$ cat config.mk
export PLATFORM = sky130hd
export DESIGN_NAME = fetch_unit_flat
export DESIGN_NICKNAME = d
export VERILOG_FILES = /design/src/rtl/rv32_pkg.sv /design/src/rtl/fetch_unit_if.sv /design/src/rtl/fetch_unit.sv /design/src/flat_wrapper.sv
export SDC_FILE = /design/constraint.sdc
export NUM_CORES = 1
export LEC_CHECK = 0
export CELL_PAD_IN_SITES_DETAIL_PLACEMENT = 0
export CELL_PAD_IN_SITES_GLOBAL_PLACEMENT = 1
export CORE_UTILIZATION = 38
export DETAILED_ROUTE_END_ITERATION = 10
export PLACE_DENSITY = 0.89
export SETUP_SLACK_MARGIN = 0.15
export SYNTH_ARGS = -nofsm -noshare
export SYNTH_HDL_FRONTEND = slang
export SYNTH_SLANG_ARGS = --single-unit
$ cat constraint.sdc
create_clock -name clk -period 2.95 [get_ports clk]
set_clock_uncertainty 0.05 [all_clocks]
set_input_delay 0.59 -clock clk [delete_from_list [all_inputs] [get_ports clk]]
set_output_delay 0.59 -clock clk [all_outputs]
set_load 0.03 [all_outputs]
$ cat src/rtl/rv32_pkg.sv
`default_nettype none
// ============================================================================
//  Module   : rv32_pkg
//  Purpose  : Shared RV32 front-end definitions: data width, canonical NOP,
//             and the fetch-stage state encoding.
//  Revision : 1.0 - initial release
// ============================================================================
package rv32_pkg;

    localparam int XLEN = 32;

    // addi x0, x0, 0
    localparam logic [XLEN-1:0] NOP_INST = 32'h0000_0013;

    typedef enum logic [1:0] {
        IDLE  = 2'd0,
        FETCH = 2'd1,
        HOLD  = 2'd2
    } fetch_state_t;

endpackage : rv32_pkg
`default_nettype wire

$ cat src/rtl/fetch_unit_if.sv
`default_nettype none
// ============================================================================
//  Module   : fetch_unit_if
//  Purpose  : Bundles the instruction-memory request/ack bus, the decoder
//             hand-off and the branch redirect into one port.
//             master = fetch stage, slave = memory/decoder side.
//  Revision : 1.0 - initial release
// ============================================================================
interface fetch_unit_if;
    import rv32_pkg::*;

    // instruction memory
    logic            imem_req;
    logic [XLEN-1:0] imem_addr;
    logic            imem_ack;
    logic [XLEN-1:0] imem_rdata;

    // decoder side
    logic            stall;
    logic            redirect;
    logic [XLEN-1:0] redirect_pc;
    logic [XLEN-1:0] inst;
    logic [XLEN-1:0] inst_pc;
    logic            inst_valid;

    modport master (
        output imem_req, imem_addr, inst, inst_pc, inst_valid,
        input  imem_ack, imem_rdata, stall, redirect, redirect_pc
    );

    modport slave (
        input  imem_req, imem_addr, inst, inst_pc, inst_valid,
        output imem_ack, imem_rdata, stall, redirect, redirect_pc
    );

endinterface : fetch_unit_if
`default_nettype wire

$ cat src/rtl/fetch_unit.sv
`default_nettype none
// ============================================================================
//  Module   : fetch_unit
//  Purpose  : Instruction fetch stage. Owns the PC, issues word requests over
//             a req/ack bus, presents {inst, inst_pc} to the decoder with a
//             one-entry skid buffer for stalls, and redirects on branches.
//  Revision : 1.0 - initial release
// ============================================================================
module fetch_unit #(
    parameter logic [31:0] RESET_PC = 32'h0000_0000,
    parameter logic [31:0] NOP_INST = rv32_pkg::NOP_INST
) (
    input  wire logic     clk,
    input  wire logic     rst,
    fetch_unit_if.master  bus
);

    localparam int XLEN = rv32_pkg::XLEN;

    localparam logic [1:0] ST_IDLE  = rv32_pkg::IDLE;
    localparam logic [1:0] ST_FETCH = rv32_pkg::FETCH;
    localparam logic [1:0] ST_HOLD  = rv32_pkg::HOLD;

    logic [1:0]      r_state;
    logic [XLEN-1:0] r_fetch_pc;
    logic [XLEN-1:0] r_pend_addr;   // address of the in-flight request being discarded
    logic            r_discard;

    logic [XLEN-1:0] r_inst;
    logic [XLEN-1:0] r_inst_pc;
    logic            r_inst_valid;

    logic [XLEN-1:0] r_skid_inst;
    logic [XLEN-1:0] r_skid_pc;
    logic            r_skid_full;

    logic            w_in_fetch;
    logic            w_ack;
    logic            w_slot_free;
    logic            w_accept;
    logic            w_load_out;
    logic            w_load_skid;
    logic            w_unskid;
    logic            w_consume;
    logic [XLEN-1:0] w_target;
    logic [XLEN-1:0] w_pc_next;
    logic            w_unused_pc_lsb;

    assign w_in_fetch  = (r_state == ST_FETCH);
    assign w_ack       = w_in_fetch && bus.imem_ack;
    assign w_slot_free = !r_inst_valid || !bus.stall;
    // Returned word is kept only if it belongs to the current PC stream.
    assign w_accept    = w_ack && !r_discard && !bus.redirect;
    assign w_load_out  = w_accept && w_slot_free;
    assign w_load_skid = w_accept && !w_slot_free;
    assign w_unskid    = (r_state == ST_HOLD) && r_skid_full && !bus.stall && !bus.redirect;
    assign w_consume   = r_inst_valid && !bus.stall;
    assign w_target    = {bus.redirect_pc[XLEN-1:2], 2'b00};
    assign w_pc_next   = r_fetch_pc + 32'd4;

    // Low address bits of the redirect target are architecturally ignored.
    assign w_unused_pc_lsb = ^bus.redirect_pc[1:0];

    // While a redirected request is still outstanding the old address must
    // stay on the bus, so it is held separately from the already-updated PC.
    assign bus.imem_req   = w_in_fetch;
    assign bus.imem_addr  = r_discard ? r_pend_addr : r_fetch_pc;

    assign bus.inst       = r_inst;
    assign bus.inst_pc    = r_inst_pc;
    assign bus.inst_valid = r_inst_valid;

    // Fetch state machine, program counter and stale-response tracking.
    always_ff @(posedge clk) begin
        if (rst) begin
            r_state     <= ST_IDLE;
            r_fetch_pc  <= RESET_PC;
            r_pend_addr <= RESET_PC;
            r_discard   <= 1'b0;
        end else if (bus.redirect) begin
            r_fetch_pc <= w_target;
            r_state    <= ST_FETCH;
            if (w_in_fetch) begin
                // Without an ack this cycle the request stays outstanding and
                // its eventual response must be thrown away.
                r_discard <= !bus.imem_ack;
                if (!r_discard && !bus.imem_ack) begin
                    r_pend_addr <= r_fetch_pc;
                end
            end
        end else begin
            case (r_state)
                ST_IDLE: begin
                    r_state <= ST_FETCH;
                end
                ST_FETCH: begin
                    if (w_ack && r_discard) begin
                        r_discard <= 1'b0;
                    end
                    if (w_accept) begin
                        r_fetch_pc <= w_pc_next;
                    end
                    if (w_load_skid) begin
                        r_state <= ST_HOLD;
                    end
                end
                ST_HOLD: begin
                    if (w_unskid) begin
                        r_state <= ST_FETCH;
                    end
                end
                default: begin
                    r_state <= ST_IDLE;
                end
            endcase
        end
    end

    // Decoder output register and skid buffer.
    always_ff @(posedge clk) begin
        if (rst) begin
            r_inst       <= NOP_INST;
            r_inst_pc    <= RESET_PC;
            r_inst_valid <= 1'b0;
            r_skid_inst  <= NOP_INST;
            r_skid_pc    <= RESET_PC;
            r_skid_full  <= 1'b0;
        end else if (bus.redirect) begin
            r_inst       <= NOP_INST;
            r_inst_valid <= 1'b0;
            r_skid_full  <= 1'b0;
        end else begin
            if (w_unskid) begin
                r_inst       <= r_skid_inst;
                r_inst_pc    <= r_skid_pc;
                r_inst_valid <= 1'b1;
                r_skid_full  <= 1'b0;
            end else if (w_load_out) begin
                r_inst       <= bus.imem_rdata;
                r_inst_pc    <= r_fetch_pc;
                r_inst_valid <= 1'b1;
            end else if (w_consume) begin
                r_inst       <= NOP_INST;
                r_inst_valid <= 1'b0;
            end
            if (w_load_skid) begin
                r_skid_inst <= bus.imem_rdata;
                r_skid_pc   <= r_fetch_pc;
                r_skid_full <= 1'b1;
            end
        end
    end

endmodule : fetch_unit
`default_nettype wire

$ cat src/flat_wrapper.sv
// flat-port wrapper written by rule: the top's interface ports become plain ports
module fetch_unit_flat 
#(
    parameter logic [31:0] RESET_PC = 32'h0000_0000,
    parameter logic [31:0] NOP_INST = rv32_pkg::NOP_INST
)
  (clk, rst, bus_imem_req, bus_imem_addr, bus_inst, bus_inst_pc, bus_inst_valid, bus_imem_ack, bus_imem_rdata, bus_stall, bus_redirect, bus_redirect_pc);
  fetch_unit_if bus_i ();
  input  wire logic clk;
  input  wire logic rst;
  output wire logic [$bits(bus_i.imem_req)-1:0] bus_imem_req;
  output wire logic [$bits(bus_i.imem_addr)-1:0] bus_imem_addr;
  output wire logic [$bits(bus_i.inst)-1:0] bus_inst;
  output wire logic [$bits(bus_i.inst_pc)-1:0] bus_inst_pc;
  output wire logic [$bits(bus_i.inst_valid)-1:0] bus_inst_valid;
  input wire logic [$bits(bus_i.imem_ack)-1:0] bus_imem_ack;
  input wire logic [$bits(bus_i.imem_rdata)-1:0] bus_imem_rdata;
  input wire logic [$bits(bus_i.stall)-1:0] bus_stall;
  input wire logic [$bits(bus_i.redirect)-1:0] bus_redirect;
  input wire logic [$bits(bus_i.redirect_pc)-1:0] bus_redirect_pc;
  assign bus_imem_req = bus_i.imem_req;
  assign bus_imem_addr = bus_i.imem_addr;
  assign bus_inst = bus_i.inst;
  assign bus_inst_pc = bus_i.inst_pc;
  assign bus_inst_valid = bus_i.inst_valid;
  assign bus_i.imem_ack = bus_imem_ack;
  assign bus_i.imem_rdata = bus_imem_rdata;
  assign bus_i.stall = bus_stall;
  assign bus_i.redirect = bus_redirect;
  assign bus_i.redirect_pc = bus_redirect_pc;
  fetch_unit #(.RESET_PC(RESET_PC), .NOP_INST(NOP_INST)) u_core (.clk(clk), .rst(rst), .bus(bus_i));
endmodule
## Word-level counts from Yosys, hierarchy flattened

Index checks and enable logic that the tools add are counted.

| word-level totals | value |
|---|---|
| register bits | 197 |
| output and inout bits | 98 |
| word-level logic and storage cells | 76 |

| cells by class | value |
|---|---|
| $add $sub $neg | 1 |
| equality and inequality tests | 6 |
| muxes and demuxes | 22 |
| bitwise logic cells | 1 |
| reduce and logical (&&, ||, !) cells | 34 |

Operators with widths:

| cell | number |
|---|---|
| 2-to-1 mux 32 bit | 9 |
| adder 32 x 3 -> 32 bit, second input constant | 1 |
| AND reduction 2 bit | 7 |
| logical AND 1 bit | 11 |
| 2-to-1 mux 1 bit | 10 |
| nonzero test 2 bit | 5 |
| logical NOT 1 bit | 6 |
| one-hot mux 2 bit (3 select lines) | 1 |
| 2-to-1 mux 2 bit | 2 |
| inequality test 3 x 2 -> 1 bit, second input constant | 1 |
| inequality test 3 bit, second input constant | 1 |
| AND reduction 3 bit | 1 |
| nonzero test 3 bit | 1 |
| == test 2 x 1 -> 1 bit, second input constant | 1 |
| == test 2 bit, second input constant | 1 |
| logical NOT 2 bit | 1 |
| inequality test 2 x 1 -> 1 bit, second input constant | 1 |
| inequality test 2 bit, second input constant | 1 |
| OR reduction 2 bit | 1 |
| logical OR 1 bit | 1 |
| NOT 1 bit | 1 |

## Depth between registers and ports, before layout

Gate-level depths: netlist of the first run.

| depth | value |
|---|---|
| depth after elaboration | 8 |
| depth in mapped cells | 8 |

## Worst setup path after synthesis of the first run

No wires, ideal clock.

| timing | value |
|---|---|
| path type | input to register |
| start | input bus_redirect |
| end | register u_core.r_inst_pc[10], in the netlist u_core.bus.inst_pc[10] |
| data arrival time | 2369 ps |
| data required time | 2814 ps |
| path slack | 446 ps |
| stages | 7 |
| cell sequence | clkbuf_1 > or3b_2 > or2_2 > buf_2 > buf_1 > mux2i_1 > a211oi_1 |

| on the way | value |
|---|---|
| cells in the longest elaborated chain, start to end | 5 |
| elaborated cells on any way between the ends | 8 |
| classes of those cells | 1 x mux; 1 x bitwise; 6 x reduce/logical |

Ends and longest elaborated chain:

| what | line | text |
|---|---|---|
| start, declared | flat_wrapper.sv:19 | `input wire logic [$bits(bus_i.redirect)-1:0] bus_redirect;` |
| logical NOT 1 bit | fetch_unit.sv:53, fetch_unit.sv:56 |  |
| logical AND 1 bit | fetch_unit.sv:53 | `assign w_accept = w_ack && !r_discard && !bus.redirect;` |
| logical AND 1 bit | fetch_unit.sv:54 | `assign w_load_out = w_accept && w_slot_free;` |
| nonzero test 2 bit (no line) | n/a |  |
| AND reduction 2 bit (no line) | n/a |  |
| end signal, assigned | fetch_unit.sv:135 | `r_inst_pc <= r_skid_pc;` |
| end signal, assigned | fetch_unit.sv:140 | `r_inst_pc <= r_fetch_pc;` |
| end, declared | fetch_unit.sv:30 | `logic [XLEN-1:0] r_inst_pc;` |

Parallel ways exist; a longest one is shown, timed or not.
A chain may end at the register's enable or synchronous reset.

## Worst setup path after layout of the first run

| timing | value |
|---|---|
| start | register u_core.r_discard |
| end | output bus_imem_addr[4] |

| on the way | value |
|---|---|
| cells in the longest elaborated chain, start to end | 1 |

Ends and longest elaborated chain:

| what | line | text |
|---|---|---|
| start, declared | fetch_unit.sv:27 | `logic r_discard;` |
| start signal, assigned | fetch_unit.sv:86 | `r_discard <= !bus.imem_ack;` |
| 2-to-1 mux 32 bit | fetch_unit.sv:67 | `assign bus.imem_addr = r_discard ? r_pend_addr : r_fetch_pc;` |
| end, declared | flat_wrapper.sv:12 | `output wire logic [$bits(bus_i.imem_addr)-1:0] bus_imem_addr;` |

Every way passes these cells.

==> impl_results.md, run 1 <==
- Status: finished clean
- WL met3: 1.36 mm
- Clock Path Buffers: 2
- Crit. End Element: primary output
- Port bufs: 160
- Clock transition at path regs: 0.07 ns
- Metal-1 WL: 10.2 mm
- Top-count cell post-synth: nand2_1
- Slew margin rel.: 63.5%
- CTS buffer count: 17
- Pin count of the biggest net entering global routing: 64
- Max Cap Violations: 0
- Mean cell area of the mapped netlist: 8.57 um^2
- Placer Congestion: 0.759
- Hold buffers post-CTS: 0
- Most frequent cells after synthesis: nand2_1, dfxtp_1, a21oi_1, clkbuf_1
- Share of the yosys chip area belonging to registers: 46.5%
- Drt initial violations: 416
- Max-slew violations: 0
- TritonCTS clock tree: yes
- Crit share post-route: 91.3%
- Share of synthesized registers carrying an async set or reset: 0%
- Residual DRC: 0
- Number of synthesized flops with an enable pin: 0
- DP Wirelength: 14.6 mm
- Ys flop type: dfxtp_1
- Period minus WS final: 2.69 ns
- RSZ-0062 raised after global routing: false
- Worst endpoint data arrival time: 2.05 ns
- Final setup violation count: 0
- Synth top area share: 46.5%
- CP Class: reg2out
- Synth area leaders: dfxtp_1, nand2_1, mux2i_1
- Post-route setup TNS: 0 ns
- VDD IR max: 0.000400 V
- Dpl ws: 0.0683 ns
- Clk Latency, worst-skew pair: 0.43 ns
- Combinational share of power: 12.0%
- Util after Layout: 51.2%
- Synth Register Bits: 189
- Clock power frac: 42.8%
- H-Tree Depth: 4
- Routed Antenna Nets: 0
- Area grow syn2layout: 32.1%
- Startpoint types: flop
- Drt wl/cell: 16.3 um
- Reg power frac: 45.3%
- Worst hold margin: 0.402 ns
- Ports: 167
- Final hold vios: 0
- Die H: 148 um
- Die ar.: 0.0220 mm^2
- Via count: 7169
- # rows: 53
- Synthesized area: 0.00814 mm^2
- Switching fraction of total power: 26.2%
- PostCTS Resize Cnt: 0
- Critical path data required time: 2.31 ns
- P_leak: 3.99 nW
- Vias in the first global route: 6782
- Tot Pwr: 5.96 mW
- Final setup margin: 0.256 ns
- Setup Buffers After CTS: 0
- Total Wirelength: 22.3 mm
- Antenna violations before repair: 2
- Core Box Area: 0.0210 mm^2
- Top cell type by total area after synthesis: dfxtp_1
- Multi-input logic area: 0.00399 mm^2
- Worst-path fanout max: 36
- Die W: 148 um
- Internal power: 4.39 mW
- First-pass GRT wire length: 36.0 mm
- Switching power: 1.56 mW
- Post-Synthesis Cells: 950
- All-Layer GR Usage: 20.8%
- Achievable Freq: 371 MHz
- Grt total ovfl: 0
- PwrDens: 554 mW/mm^2
- DR WL met2: 10.4 mm
- Seq. cell area: 0.00378 mm^2
- Filler Cells Inserted: 1966
- Top sig layer: met4
- Via density: 5.26
- TritonCTS Sinks: 189
- Nets: 1144
- Worst Tran Pin Value: 0.548 ns
- Synth Warn #: 0
- Share of layout cells above drive strength 1: 10.4%
- Clock Root Buffer: clkbuf_16
- Starting Density: 38.7%
- Drt first pass iters: 5
- Count of different cell masters after synthesis: 48
- HP Class: reg2reg
==> critical path: stages, from the launching register on <==
cell,delay (ns)
dfxtp_1,0.37
buf_12,0.25
mux2_2,0.37
clkdlybuf4s50_1,0.63
==> final timing paths <==
path | from | endpoint | slack [ns] | cells past startpoint
worst max-delay path | u_core.r_discard | bus_imem_addr[4] | 0.26 | 3
worst min-delay path | u_core.r_pend_addr[17] | u_core.r_pend_addr[17] | 0.40 | 2
worst max register to register | u_core.r_fetch_pc[8] | u_core.r_fetch_pc[15] | 0.51 | 6
worst min register to register | u_core.r_pend_addr[17] | u_core.r_pend_addr[17] | 0.40 | 2
==> per-layer routing <==
layer | global-route usage, % | vias up
li1 | - | 3586
met1 | 27.0 | 3375
met2 | 33.8 | 187
met3 | 5.15 | 21
met4 | 6.70 | 0
met5 | 0 | -
==> power by group through the flow <==
stage	logic [mW]	registers (mW)	clock network, mW
after floorplan	0.361	2.78	0
after global placement	0.711	2.75	0
after detailed placement	0.716	2.76	0
after CTS	0.719	2.70	2.58
after global routing	0.765	2.71	2.71
final	0.713	2.70	2.55
==> kinds of logic after synthesis <==
kind of cell / share of synthesized area [%]
muxes: 11.5
adders and majority gates: 0.154
buffers and inverters: 5.06
xor gates and xnor gates: 0.969
other: 0.0461
DFF: 46.5
AOI/OAI and AO/OA: 17.3
and+or+nand+nor: 18.4
==> registers in the layout, indices dropped and copies added (netlist names) <==
name,count
u_core.r_skid_inst,32
u_core.r_skid_full,1
u_core.bus.inst_pc,30
u_core.bus.inst_valid,1
u_core.r_state,2
u_core.r_discard,1
u_core.r_fetch_pc,30
u_core.bus.inst,32
u_core.r_skid_pc,30
u_core.r_pend_addr,30
==> area by class of cell <==
class / instances / area share, %
Sequential cell: 189 / 35.2
Antenna cell: 2 / 0.0465
Clock inverter: 15 / 2.05
Inverter: 5 / 0.175
Timing Repair Buffer: 198 / 18.3
Tap cell: 275 / 3.20
Clock buffer: 17 / 3.96
Multi-Input combinational cell: 663 / 37.1
==> metrics by stage <==
stage,cell area (um^2),instances
6_report,10800,1364
5_1_grt,10700,1362
4_1_cts,10700,1362
3_5_place_dp,10100,1330
3_3_place_gp,10100,1330
2_1_floorplan,8150,953
==> cell usage in the layout, fill, tap and decap left out, types with 2 or more instances in the layout <==
master and n:
a211oi_1 39, a21oi_1 95, a311oi_1 16, and3_1 3, and4_1 4, buf_12 8
buf_4 37, bufinv_16 4, clkbuf_16 17, clkdlybuf4s50_1 153, clkinvlp_4 2, conb_1 4
dfxtp_1 189, diode_2 2, inv_1 4, inv_6 4, inv_8 4, mux2_2 30
mux2i_1 60, nand2_1 208, nand2b_1 2, nand3_1 15, nand4_1 9, nor2_1 60
nor2b_1 2, nor3_1 3, nor4_1 3, o21ai_0 13, o22a_1 3, o2bb2ai_1 29
o31ai_1 11, or3_1 10, or4_1 17, xnor2_1 6, xor2_1 3
Note: power is estimated with default switching activity, not from simulation.
==> inputs of run 2 (changes only) <==
- SLEW_MARGIN: not set -> 20
==> results of run 2 <==
Same layout as run 1: the final DEF is identical, and so are final timing and power.
==> inputs of run 3 (changes only) <==
- GPL_ROUTABILITY_DRIVEN: not set -> 0
==> results of run 3 <==
Same layout as run 1: the final DEF is identical, and so are final timing and power.
